### config.mk
export PLATFORM = sky130hd
export DESIGN_NAME = gx4000_cart_arbiter_flat
export DESIGN_NICKNAME = d
export VERILOG_FILES = /design/src/rtl/gx4000_pkg.sv /design/src/rtl/gx4000_cart_arbiter_if.sv /design/src/rtl/gx4000_arb_select.sv /design/src/rtl/gx4000_cart_arbiter.sv /design/src/flat_wrapper.sv
export SDC_FILE = /design/constraint.sdc
export NUM_CORES = 1
export LEC_CHECK = 0
export CAP_MARGIN = 5
export CORE_ASPECT_RATIO = 1.25
export CORE_MARGIN = 5
export CORE_UTILIZATION = 39
export CTS_CLUSTER_DIAMETER = 200
export DETAILED_ROUTE_END_ITERATION = 16
export PLACE_DENSITY = 0.86
export SETUP_SLACK_MARGIN = 0.05
export SYNTH_ARGS = -nofsm -noshare
export SYNTH_HDL_FRONTEND = slang
export SYNTH_SLANG_ARGS = --single-unit
### constraint.sdc
create_clock -name clk_sys -period 1.9 [get_ports clk_sys]
set_input_delay 0.475 -clock clk_sys [delete_from_list [all_inputs] [get_ports clk_sys]]
set_output_delay 0.475 -clock clk_sys [all_outputs]
set_load 0.005 [all_outputs]
### src/rtl/gx4000_pkg.sv
// gx4000_pkg: shared types and constants for the GX4000 cartridge SDRAM arbiter.
package gx4000_pkg;

    localparam int CART_ADDR_W = 25;

    typedef enum logic [1:0] {
        IDLE = 2'd0,
        BUSY = 2'd1,
        DONE = 2'd2
    } arb_state_e;

    typedef enum logic [1:0] {
        NONE = 2'd0,
        LOAD = 2'd1,
        DMA  = 2'd2,
        CPU  = 2'd3
    } arb_grant_e;

endpackage

### src/rtl/gx4000_cart_arbiter_if.sv
// gx4000_cart_arbiter_if: req/ack memory port between the cartridge arbiter
// (master) and the SDRAM controller (slave).
interface gx4000_cart_arbiter_if
    import gx4000_pkg::*;
#(
    parameter int ADDR_W = CART_ADDR_W
);
    logic              mem_req;
    logic              mem_we;
    logic [ADDR_W-1:0] mem_addr;
    logic [7:0]        mem_din;
    logic              mem_ack;
    logic [7:0]        mem_q;

    modport master (
        output mem_req, mem_we, mem_addr, mem_din,
        input  mem_ack, mem_q
    );

    modport slave (
        input  mem_req, mem_we, mem_addr, mem_din,
        output mem_ack, mem_q
    );
endinterface

### src/rtl/gx4000_arb_select.sv
// gx4000_arb_select: combinational priority picker used at the IDLE decision.
// Load beats everything; a starved CPU beats DMA; otherwise DMA beats CPU.
module gx4000_arb_select
    import gx4000_pkg::*;
#(
    parameter int CPU_STARVE_MAX = 4
) (
    input  logic       ld_pend,
    input  logic       cpu_req,
    input  logic       dma_req,
    input  logic       plus_mode,
    input  logic [2:0] starve_cnt,
    output arb_grant_e grant
);

    // fixed priority with CPU starvation override
    always_comb begin
        grant = NONE;
        if (ld_pend)
            grant = LOAD;
        else if (cpu_req && (starve_cnt == 3'(CPU_STARVE_MAX)))
            grant = CPU;
        else if (dma_req && plus_mode)
            grant = DMA;
        else if (cpu_req)
            grant = CPU;
    end

endmodule

### src/rtl/gx4000_cart_arbiter.sv
// gx4000_cart_arbiter: shares the single cartridge SDRAM port between ROM-image
// load writes, CPU cartridge reads and ASIC DMA sound fetches, one transaction
// at a time.
// Optional build macro GX4000_ARB_TIMEOUT_EN: abort a BUSY transaction after
// TIMEOUT cycles without mem_ack, returning 8'hFF and setting err_timeout.
//
// state | meaning
// IDLE  | waiting; picks a winner among eligible requests
// BUSY  | mem_req held, waiting for mem_ack
// DONE  | one quiet cycle so the winner can drop its req
module gx4000_cart_arbiter
    import gx4000_pkg::*;
#(
    parameter int ADDR_W         = CART_ADDR_W,
    parameter int CPU_STARVE_MAX = 4,
    parameter int TIMEOUT        = 64
) (
    input  logic                  clk_sys,
    input  logic                  reset,
    input  logic                  plus_mode,
    input  logic                  ld_wr,
    input  logic [ADDR_W-1:0]     ld_addr,
    input  logic [7:0]            ld_data,
    output logic                  ld_pend,
    output logic                  ld_overrun,
    input  logic                  cpu_req,
    input  logic [ADDR_W-1:0]     cpu_addr,
    output logic                  cpu_ack,
    output logic [7:0]            cpu_q,
    input  logic                  dma_req,
    input  logic [ADDR_W-1:0]     dma_addr,
    output logic                  dma_ack,
    output logic [7:0]            dma_q,
    gx4000_cart_arbiter_if.master mem,
    output logic [1:0]            arb_state,
    output logic                  err_timeout
);

    arb_state_e        state, state_nxt;
    arb_grant_e        grant_sel, grant_q;
    logic [2:0]        starve_cnt;
    logic [ADDR_W-1:0] ld_addr_q;
    logic [7:0]        ld_data_q;
    logic              start, finish;
    logic              timeout_evt;
    logic              ld_clr;
    logic [7:0]        rd_data;

    gx4000_arb_select #(
        .CPU_STARVE_MAX (CPU_STARVE_MAX)
    ) u_select (
        .ld_pend    (ld_pend),
        .cpu_req    (cpu_req),
        .dma_req    (dma_req),
        .plus_mode  (plus_mode),
        .starve_cnt (starve_cnt),
        .grant      (grant_sel)
    );

    // state register
    always_ff @(posedge clk_sys) begin
        if (reset)
            state <= IDLE;
        else
            state <= state_nxt;
    end

    // next state plus the start/finish strobes of a transaction
    always_comb begin
        state_nxt = state;
        start     = 1'b0;
        finish    = 1'b0;
        case (state)
            IDLE: begin
                if (grant_sel != NONE) begin
                    start     = 1'b1;
                    state_nxt = BUSY;
                end
            end
            BUSY: begin
                if (mem.mem_ack || timeout_evt) begin
                    finish    = 1'b1;
                    state_nxt = DONE;
                end
            end
            DONE:    state_nxt = IDLE;
            default: state_nxt = IDLE;
        endcase
    end

    assign mem.mem_req = (state == BUSY);
    assign arb_state   = state;
    assign rd_data     = timeout_evt ? 8'hFF : mem.mem_q;
    assign ld_clr      = finish && (grant_q == LOAD);

`ifdef GX4000_ARB_TIMEOUT_EN
    localparam int TO_W = $clog2(TIMEOUT) + 1;
    logic [TO_W-1:0] to_cnt;

    // BUSY watchdog: reload while idle, count down while waiting for mem_ack
    always_ff @(posedge clk_sys) begin
        if (reset)
            to_cnt <= '0;
        else if (state == IDLE)
            to_cnt <= TO_W'(TIMEOUT - 1);
        else if ((state == BUSY) && (to_cnt != '0))
            to_cnt <= to_cnt - TO_W'(1);
    end

    assign timeout_evt = (state == BUSY) && !mem.mem_ack && (to_cnt == '0);

    // sticky abort flag
    always_ff @(posedge clk_sys) begin
        if (reset)
            err_timeout <= 1'b0;
        else if (timeout_evt)
            err_timeout <= 1'b1;
    end
`else
    logic unused_timeout;
    assign unused_timeout = (TIMEOUT > 0);
    assign timeout_evt    = 1'b0;
    assign err_timeout    = 1'b0;
`endif

    // load holding register; a completing load frees the slot for a same-cycle write
    always_ff @(posedge clk_sys) begin
        if (reset) begin
            ld_pend    <= 1'b0;
            ld_overrun <= 1'b0;
            ld_addr_q  <= '0;
            ld_data_q  <= '0;
        end else begin
            if (ld_wr && (!ld_pend || ld_clr)) begin
                ld_pend   <= 1'b1;
                ld_addr_q <= ld_addr;
                ld_data_q <= ld_data;
            end else if (ld_clr) begin
                ld_pend <= 1'b0;
            end
            if (ld_wr && ld_pend && !ld_clr)
                ld_overrun <= 1'b1;
        end
    end

    // consecutive DMA wins while the CPU waits
    always_ff @(posedge clk_sys) begin
        if (reset)
            starve_cnt <= '0;
        else if (!cpu_req || (start && (grant_sel == CPU)))
            starve_cnt <= '0;
        else if (start && (grant_sel == DMA) && (starve_cnt != 3'd7))
            starve_cnt <= starve_cnt + 3'd1;
    end

    // memory command latch at grant, data return and ack pulse at completion
    always_ff @(posedge clk_sys) begin
        if (reset) begin
            grant_q      <= NONE;
            mem.mem_we   <= 1'b0;
            mem.mem_addr <= '0;
            mem.mem_din  <= '0;
            cpu_ack      <= 1'b0;
            dma_ack      <= 1'b0;
            cpu_q        <= 8'h00;
            dma_q        <= 8'h00;
        end else begin
            cpu_ack <= 1'b0;
            dma_ack <= 1'b0;
            if (start) begin
                grant_q <= grant_sel;
                case (grant_sel)
                    LOAD: begin
                        mem.mem_we   <= 1'b1;
                        mem.mem_addr <= ld_addr_q;
                        mem.mem_din  <= ld_data_q;
                    end
                    DMA: begin
                        mem.mem_we   <= 1'b0;
                        mem.mem_addr <= dma_addr;
                        mem.mem_din  <= 8'h00;
                    end
                    CPU: begin
                        mem.mem_we   <= 1'b0;
                        mem.mem_addr <= cpu_addr;
                        mem.mem_din  <= 8'h00;
                    end
                    default: ;
                endcase
            end
            if (finish) begin
                case (grant_q)
                    CPU: begin
                        cpu_ack <= 1'b1;
                        cpu_q   <= rd_data;
                    end
                    DMA: begin
                        dma_ack <= 1'b1;
                        dma_q   <= rd_data;
                    end
                    default: ;
                endcase
            end
        end
    end

endmodule

### src/flat_wrapper.sv
// flat-port wrapper written by rule: the top's interface ports become plain ports
module gx4000_cart_arbiter_flat import gx4000_pkg::*;
#(
    parameter int ADDR_W         = CART_ADDR_W,
    parameter int CPU_STARVE_MAX = 4,
    parameter int TIMEOUT        = 64
)
  (clk_sys, reset, plus_mode, ld_wr, ld_addr, ld_data, ld_pend, ld_overrun, cpu_req, cpu_addr, cpu_ack, cpu_q, dma_req, dma_addr, dma_ack, dma_q, arb_state, err_timeout, mem_mem_req, mem_mem_we, mem_mem_addr, mem_mem_din, mem_mem_ack, mem_mem_q);
  gx4000_cart_arbiter_if #(.ADDR_W(ADDR_W)) mem_i ();
  input  logic clk_sys;
  input  logic reset;
  input  logic plus_mode;
  input  logic ld_wr;
  input  logic [ADDR_W-1:0] ld_addr;
  input  logic [7:0] ld_data;
  output logic ld_pend;
  output logic ld_overrun;
  input  logic cpu_req;
  input  logic [ADDR_W-1:0] cpu_addr;
  output logic cpu_ack;
  output logic [7:0] cpu_q;
  input  logic dma_req;
  input  logic [ADDR_W-1:0] dma_addr;
  output logic dma_ack;
  output logic [7:0] dma_q;
  output logic [1:0] arb_state;
  output logic err_timeout;
  output wire logic [$bits(mem_i.mem_req)-1:0] mem_mem_req;
  output wire logic [$bits(mem_i.mem_we)-1:0] mem_mem_we;
  output wire logic [$bits(mem_i.mem_addr)-1:0] mem_mem_addr;
  output wire logic [$bits(mem_i.mem_din)-1:0] mem_mem_din;
  input wire logic [$bits(mem_i.mem_ack)-1:0] mem_mem_ack;
  input wire logic [$bits(mem_i.mem_q)-1:0] mem_mem_q;
  assign mem_mem_req = mem_i.mem_req;
  assign mem_mem_we = mem_i.mem_we;
  assign mem_mem_addr = mem_i.mem_addr;
  assign mem_mem_din = mem_i.mem_din;
  assign mem_i.mem_ack = mem_mem_ack;
  assign mem_i.mem_q = mem_mem_q;
  gx4000_cart_arbiter #(.ADDR_W(ADDR_W), .CPU_STARVE_MAX(CPU_STARVE_MAX), .TIMEOUT(TIMEOUT)) u_core (.clk_sys(clk_sys), .reset(reset), .plus_mode(plus_mode), .ld_wr(ld_wr), .ld_addr(ld_addr), .ld_data(ld_data), .ld_pend(ld_pend), .ld_overrun(ld_overrun), .cpu_req(cpu_req), .cpu_addr(cpu_addr), .cpu_ack(cpu_ack), .cpu_q(cpu_q), .dma_req(dma_req), .dma_addr(dma_addr), .dma_ack(dma_ack), .dma_q(dma_q), .mem(mem_i), .arb_state(arb_state), .err_timeout(err_timeout));
endmodule
-- Word level (Yosys, flattened, before mapping)
Cells that the tools add are included.
- add/subtract/negate cells: 1
- equal/unequal tests: 11
- muxes and demuxes: 18
- bitwise gates (word level): 1
- reduce and logical (&&, ||, !) cells: 27
- operator list (cell ; number):
    one-hot mux 25 bit (3 select lines) ; 1
    one-hot mux 8 bit (2 select lines) ; 1
    2-to-1 mux 2 bit ; 6
    AND reduction 2 bit ; 5
    logical AND 1 bit ; 9
    equality test 2 bit, second input constant ; 4
    2-to-1 mux 1 bit ; 8
    equality test 2 x 1 -> 1 bit, second input constant ; 3
    nonzero test 2 bit ; 3
    OR reduction 2 bit ; 3
    != test 2 x 1 -> 1 bit, second input constant ; 2
    one-hot mux 2 bit (2 select lines) ; 1
    adder 3 x 1 -> 3 bit, second input constant ; 1
    equality test 3 bit, second input constant ; 1
    zero test 1 bit ; 3
    != test 3 bit, second input constant ; 1
    nonzero test 3 bit ; 1
    zero test 2 bit ; 1
    logical OR 1 bit ; 2
    one-hot mux 1 bit (2 select lines) ; 1
    NOT 1 bit ; 1
- bits in registers: 94
- input port bits: 98
- output and inout bits: 58
- word-level logic and storage cells: 72

-- Logic depth before layout (Yosys ltp)
- depth after elaboration: 10
- depth in mapped cells: 7

-- Cells and area by module
A second synthesis with hierarchy kept.
- cells, all modules: 605
- area, all modules: 5139.9 um2
- modules (own cells, without submodules) (module ; instances ; cells an instance ; area an instance (um2) ; sequential area each (um2)):
    gx4000_cart_arbiter ; 1 ; 600 ; 5109.9 ; 1881.8
    gx4000_arb_select ; 1 ; 5 ; 30.0 ; 0.0

-- Least setup slack after synthesis
Ideal clock, no wire load.
- kind: flip-flop to flip-flop
- from: reg u_core.starve_cnt[0]
- to: reg u_core.starve_cnt[0]
- library setup time: 70 ps
- arrival: 1715 ps
- setup slack: 116 ps
- stages on the path, launching flop included: 7
- period minus slack after synthesis: 1784 ps
- path through: dfxtp_1 > inv_1 > ha_1 > and3_1 > or4_4 > or3_1 > a21oi_1
- cells in the longest elaborated chain, start to end: 10
- elaborated cells between the ends (all ways): 16
- those cells by class: add/sub: 1; eq/ne: 4; mux: 4; reduce/logical: 7
- ends and longest elaborated chain (what ; line ; text):
    from (decl) ; gx4000_cart_arbiter.sv:41 ; logic [2:0] starve_cnt;
    from (signal assigned) ; gx4000_cart_arbiter.sv:153 ; starve_cnt <= starve_cnt + 3'd1;
    equality test 3 bit ; gx4000_arb_select.sv:21 ; else if (cpu_req && (starve_cnt == 3'(CPU_STARVE_MAX)))
    logical AND 1 bit ; gx4000_arb_select.sv:21 ;
    2-to-1 mux 2 bit ; gx4000_arb_select.sv:21 ;
    2-to-1 mux 2 bit ; gx4000_arb_select.sv:19 ; if (ld_pend)
    nonzero test 2 bit ; gx4000_cart_arbiter.sv:75 ; if (grant_sel != NONE) begin
    2-to-1 mux 1 bit ; gx4000_cart_arbiter.sv:75 ;
    2-to-1 mux 1 bit ; gx4000_cart_arbiter.sv:73 ; case (state)
    logical AND 1 bit ; gx4000_cart_arbiter.sv:150 ; else if (!cpu_req || (start && (grant_sel == CPU)))
    logical OR 1 bit ; gx4000_cart_arbiter.sv:150 ;
    OR reduction 2 bit (no line) ; n/a ;
Several ways; a longest one is shown, not always the timed one.
A chain may end at the register's enable or synchronous reset.

-- Final worst setup path
Same ends and word-level chain as after synthesis.

==> flow_summary_export.csv <==
group,metric,value,unit
outcome,outcome,"complete, no violations",
sta,skew,0.004803,ns
cells_and_area,drive_gt1_share,9.705,%
cells_and_area,nFillCells,835,
critical_path,r2r_slack,0.09,ns
sta,hold_viol,0,
logic_synthesis,synth_area,3956,sq um
die,die_x,100.1,microns
critical_path,crit_path_max_fanout,2,
placed_design,io_buffers,154,
cells_and_area,layoutNonFillerInstCount,706,
placed_design,dp.cells,687,
logic_synthesis,synth_top_cells_by_area,"dfxtp_1, mux2i_1, nand2b_1",
logic_synthesis,synthFlopType,"dfxtp_1",
clock_network,clk_pin_slew_worst_paths,0.06,ns
logic_synthesis,syn_avg_cell_area,9.488,sq um
global_route,antenna_found_initial,0,
global_route,grt_pass1_vias,3849,
pwr,ir_drop,0.4730,mV
die,die_area,12270,sq um
global_route,grt_pass1_wl,18290,microns
clock_network,cts.hold.buffers_added,0,
drt,wl_per_cell,16.72,microns
placed_design,hpwl,8571,microns
drt,drc,0,
critical_path,cp-endpoint,"u_core.starve_cnt[0]",
logic_synthesis,synthCells,417,
drt,routed_wl,11800,microns
sta,grt_setup_unrepaired,"false",
logic_synthesis,synth_edf_count,0,
die,fp-row-count,41,
pwr,internal_power,3.735,mW
clock_network,htree_levels,3,
cells_and_area,layout.nets,673,
logic_synthesis,yosysTopAreaCell,"dfxtp_1",
sta,hold_ws,0.4713,ns
drt,drt_iter0_markers,185,
die,io_pins,156,
critical_path,r2r_cells,6,
cells_and_area,area_growth,55.72,%
placed_design,gp_congestion,0.8902,
pwr,clkPwrFrac,36.9,%
drt,viasPerCell,5.194,
cells_and_area,finish.utilization,61.59,%
pwr,netSwitchingPower,1.173,mW
pwr,p_sw_share,23.89,%
drt,vias,3667,
sta,worst_slack,0.08594,ns
placed_design,place_ws,-0.2906,ns
cells_and_area,final_cell_area,6161,sq um
logic_synthesis,yosys_warnings,0,
global_route,grt.overflow.total,0,
critical_path,critPathLaunchType,"register",
die,core-area,10000,sq um
logic_synthesis,ys_types,33,
critical_path,r2r_end,"u_core.starve_cnt[0]",
critical_path,cp-end-kind,"register",
min_path,hp-class,"reg2reg",
logic_synthesis,syn_nets,518,
placed_design,dpl_cell_area,5776,sq um
drt,first_pass_iters,5,
sta,setup_violations,0,
global_route,grt_usage,18.77,%
clock_network,cts_tree,"yes",
flow_run,drv_cap,0,
sta,tns,0,ns
critical_path,arrival,2.07,ns
logic_synthesis,yosys.area.top_type_share,47.56,%
logic_synthesis,synth_most_common_cell,"dfxtp_1",
sta,slew_violations,0,
sta,fmax,0.5513,GHz
sta,final.period_utilization,95.48,%
global_route,grt_max_degree,71,
clock_network,clock_latency,0.33,ns
die,start_util,39.55,%
clock_network,cts_buffers,9,
clock_network,cts_root_buf,"clkbuf_16",
pwr,power.density,796.6,nW/um^2
critical_path,critPathKind,"reg2reg",
critical_path,rr_startpoint,"u_core.starve_cnt[0]",
cells_and_area,antenna_cells,0,
pwr,pwr-share-comb,18.8,%
logic_synthesis,async_reset_ff_share,0,%
critical_path,required,2.16,ns
clock_network,clockBufferDepth,2,
die,die_h,122.6,microns
pwr,pwr-share-seq,44.3,%
critical_path,startpoint,"u_core.starve_cnt[0]",
pwr,fin_total_pwr,4.908,mW
drt,detail-route-antenna-nets,0,
logic_synthesis,ys_ff_latch,94,
pwr,p_leak,2.349,nW
logic_synthesis,yosysSeqAreaShare,47.56,%
sta,period_minus_slack,1.814,ns
logic_synthesis,yosys-top-cells-count,"dfxtp_1, nand2b_1, mux2i_1",
clock_network,cts.sinks,94,
[power groups by stage]
stage | clock network, mW | logic (mW) | registers, mW
2_1_floorplan | 0 | 0.392 | 2.20
3_3_place_gp | 0 | 0.880 | 2.21
3_5_place_dp | 0 | 0.901 | 2.21
4_1_cts | 1.85 | 0.915 | 2.17
5_1_grt | 1.95 | 0.992 | 2.19
6_report | 1.81 | 0.922 | 2.17
[what timing repair did]
action                                  in CTS  in global routing
pin swaps                                    0                  4
buffers inserted                             1                  0
resized for setup                            8                 19
hold endpoints to repair                     0                  0
endpoints found under the setup margin      21                 27
cloned                                       1                  1
[final cells by class]
| class | count | area (sq um) | area share [%] |
|---|---|---|---|
| inverters | 4 | 15.01 | 0.2437 |
| clock inverters | 3 | 42.54 | 0.6905 |
| clock buffers | 13 | 260.3 | 4.224 |
| well taps | 129 | 161.4 | 2.620 |
| repair buffers | 179 | 1843 | 29.91 |
| multi-input cells | 284 | 1949 | 31.64 |
| flip-flops and latches | 94 | 1889 | 30.67 |
[cells in the final DEF (no fill, tap or decap), types with 12 or more instances in the layout]
cell type	n
nand2_1	27
clkdlybuf4s50_1	152
a21oi_1	19
a221oi_1	13
a211oi_1	14
dfxtp_1	90
mux2i_1	49
nor2_1	46
buf_4	14
a222oi_1	12
nand2b_1	68
[logic make-up (layout without fill, tap and decap cells)]
family                   after synthesis  after routing  share of synthesized area [%]
multiplexers                          49             49                          12.40
buffers and inverters                 39            199                          4.649
AO/OA/AOI/OAI                         73             73                          13.60
AND/OR/NAND/NOR                      158            158                          20.75
adder cells (fa/ha/maj)                3              3                         0.9489
flip-flops                            94             94                          47.56
other                                  1              1                        0.09479
[worst max-delay path, cell delays in order (launching register included)]
cell     delay, ns
dfxtp_2       0.33
inv_1         0.05
ha_2          0.19
and3_4        0.18
or4_4         0.51
or3_4         0.34
a21oi_2       0.14
[sequential cells by signal, summed over array words and instances, names as in the netlist]
name / cells
u_core.ld_addr_q: 25
u_core.mem.mem_addr: 25
u_core.cpu_q: 8
u_core.dma_q: 8
u_core.ld_data_q: 8
u_core.mem.mem_din: 8
u_core.starve_cnt: 3
u_core.arb_state: 2
u_core.grant_q: 2
u_core.cpu_ack: 1
u_core.dma_ack: 1
u_core.ld_overrun: 1
u_core.ld_pend: 1
u_core.mem.mem_we: 1
[worst min-delay path by stage]
stage	start	end	slack, ns	depth (start not counted)
after detailed placement	u_core.ld_overrun	u_core.ld_overrun	0.46	2
final	u_core.ld_overrun	u_core.ld_overrun	0.47	2
after CTS	u_core.ld_addr_q[1]	u_core.ld_addr_q[1]	0.48	2
after floorplan	u_core.ld_addr_q[12]	u_core.ld_addr_q[12]	0.45	2
after global routing	u_core.ld_addr_q[9]	u_core.ld_addr_q[9]	0.50	2
after global placement	u_core.ld_data_q[6]	u_core.ld_data_q[6]	0.46	2
[routing by layer]
layer / track usage (%) / wire length, microns / share of wire, %
met1: 20.79 / 4506 / 38
met2: 33.47 / 6077 / 51
met3: 4.946 / 861 / 7.3
met4: 8.509 / 355 / 3.0
met5: 0 / 0 / 0
Note: power is estimated with default switching activity, not from simulation.
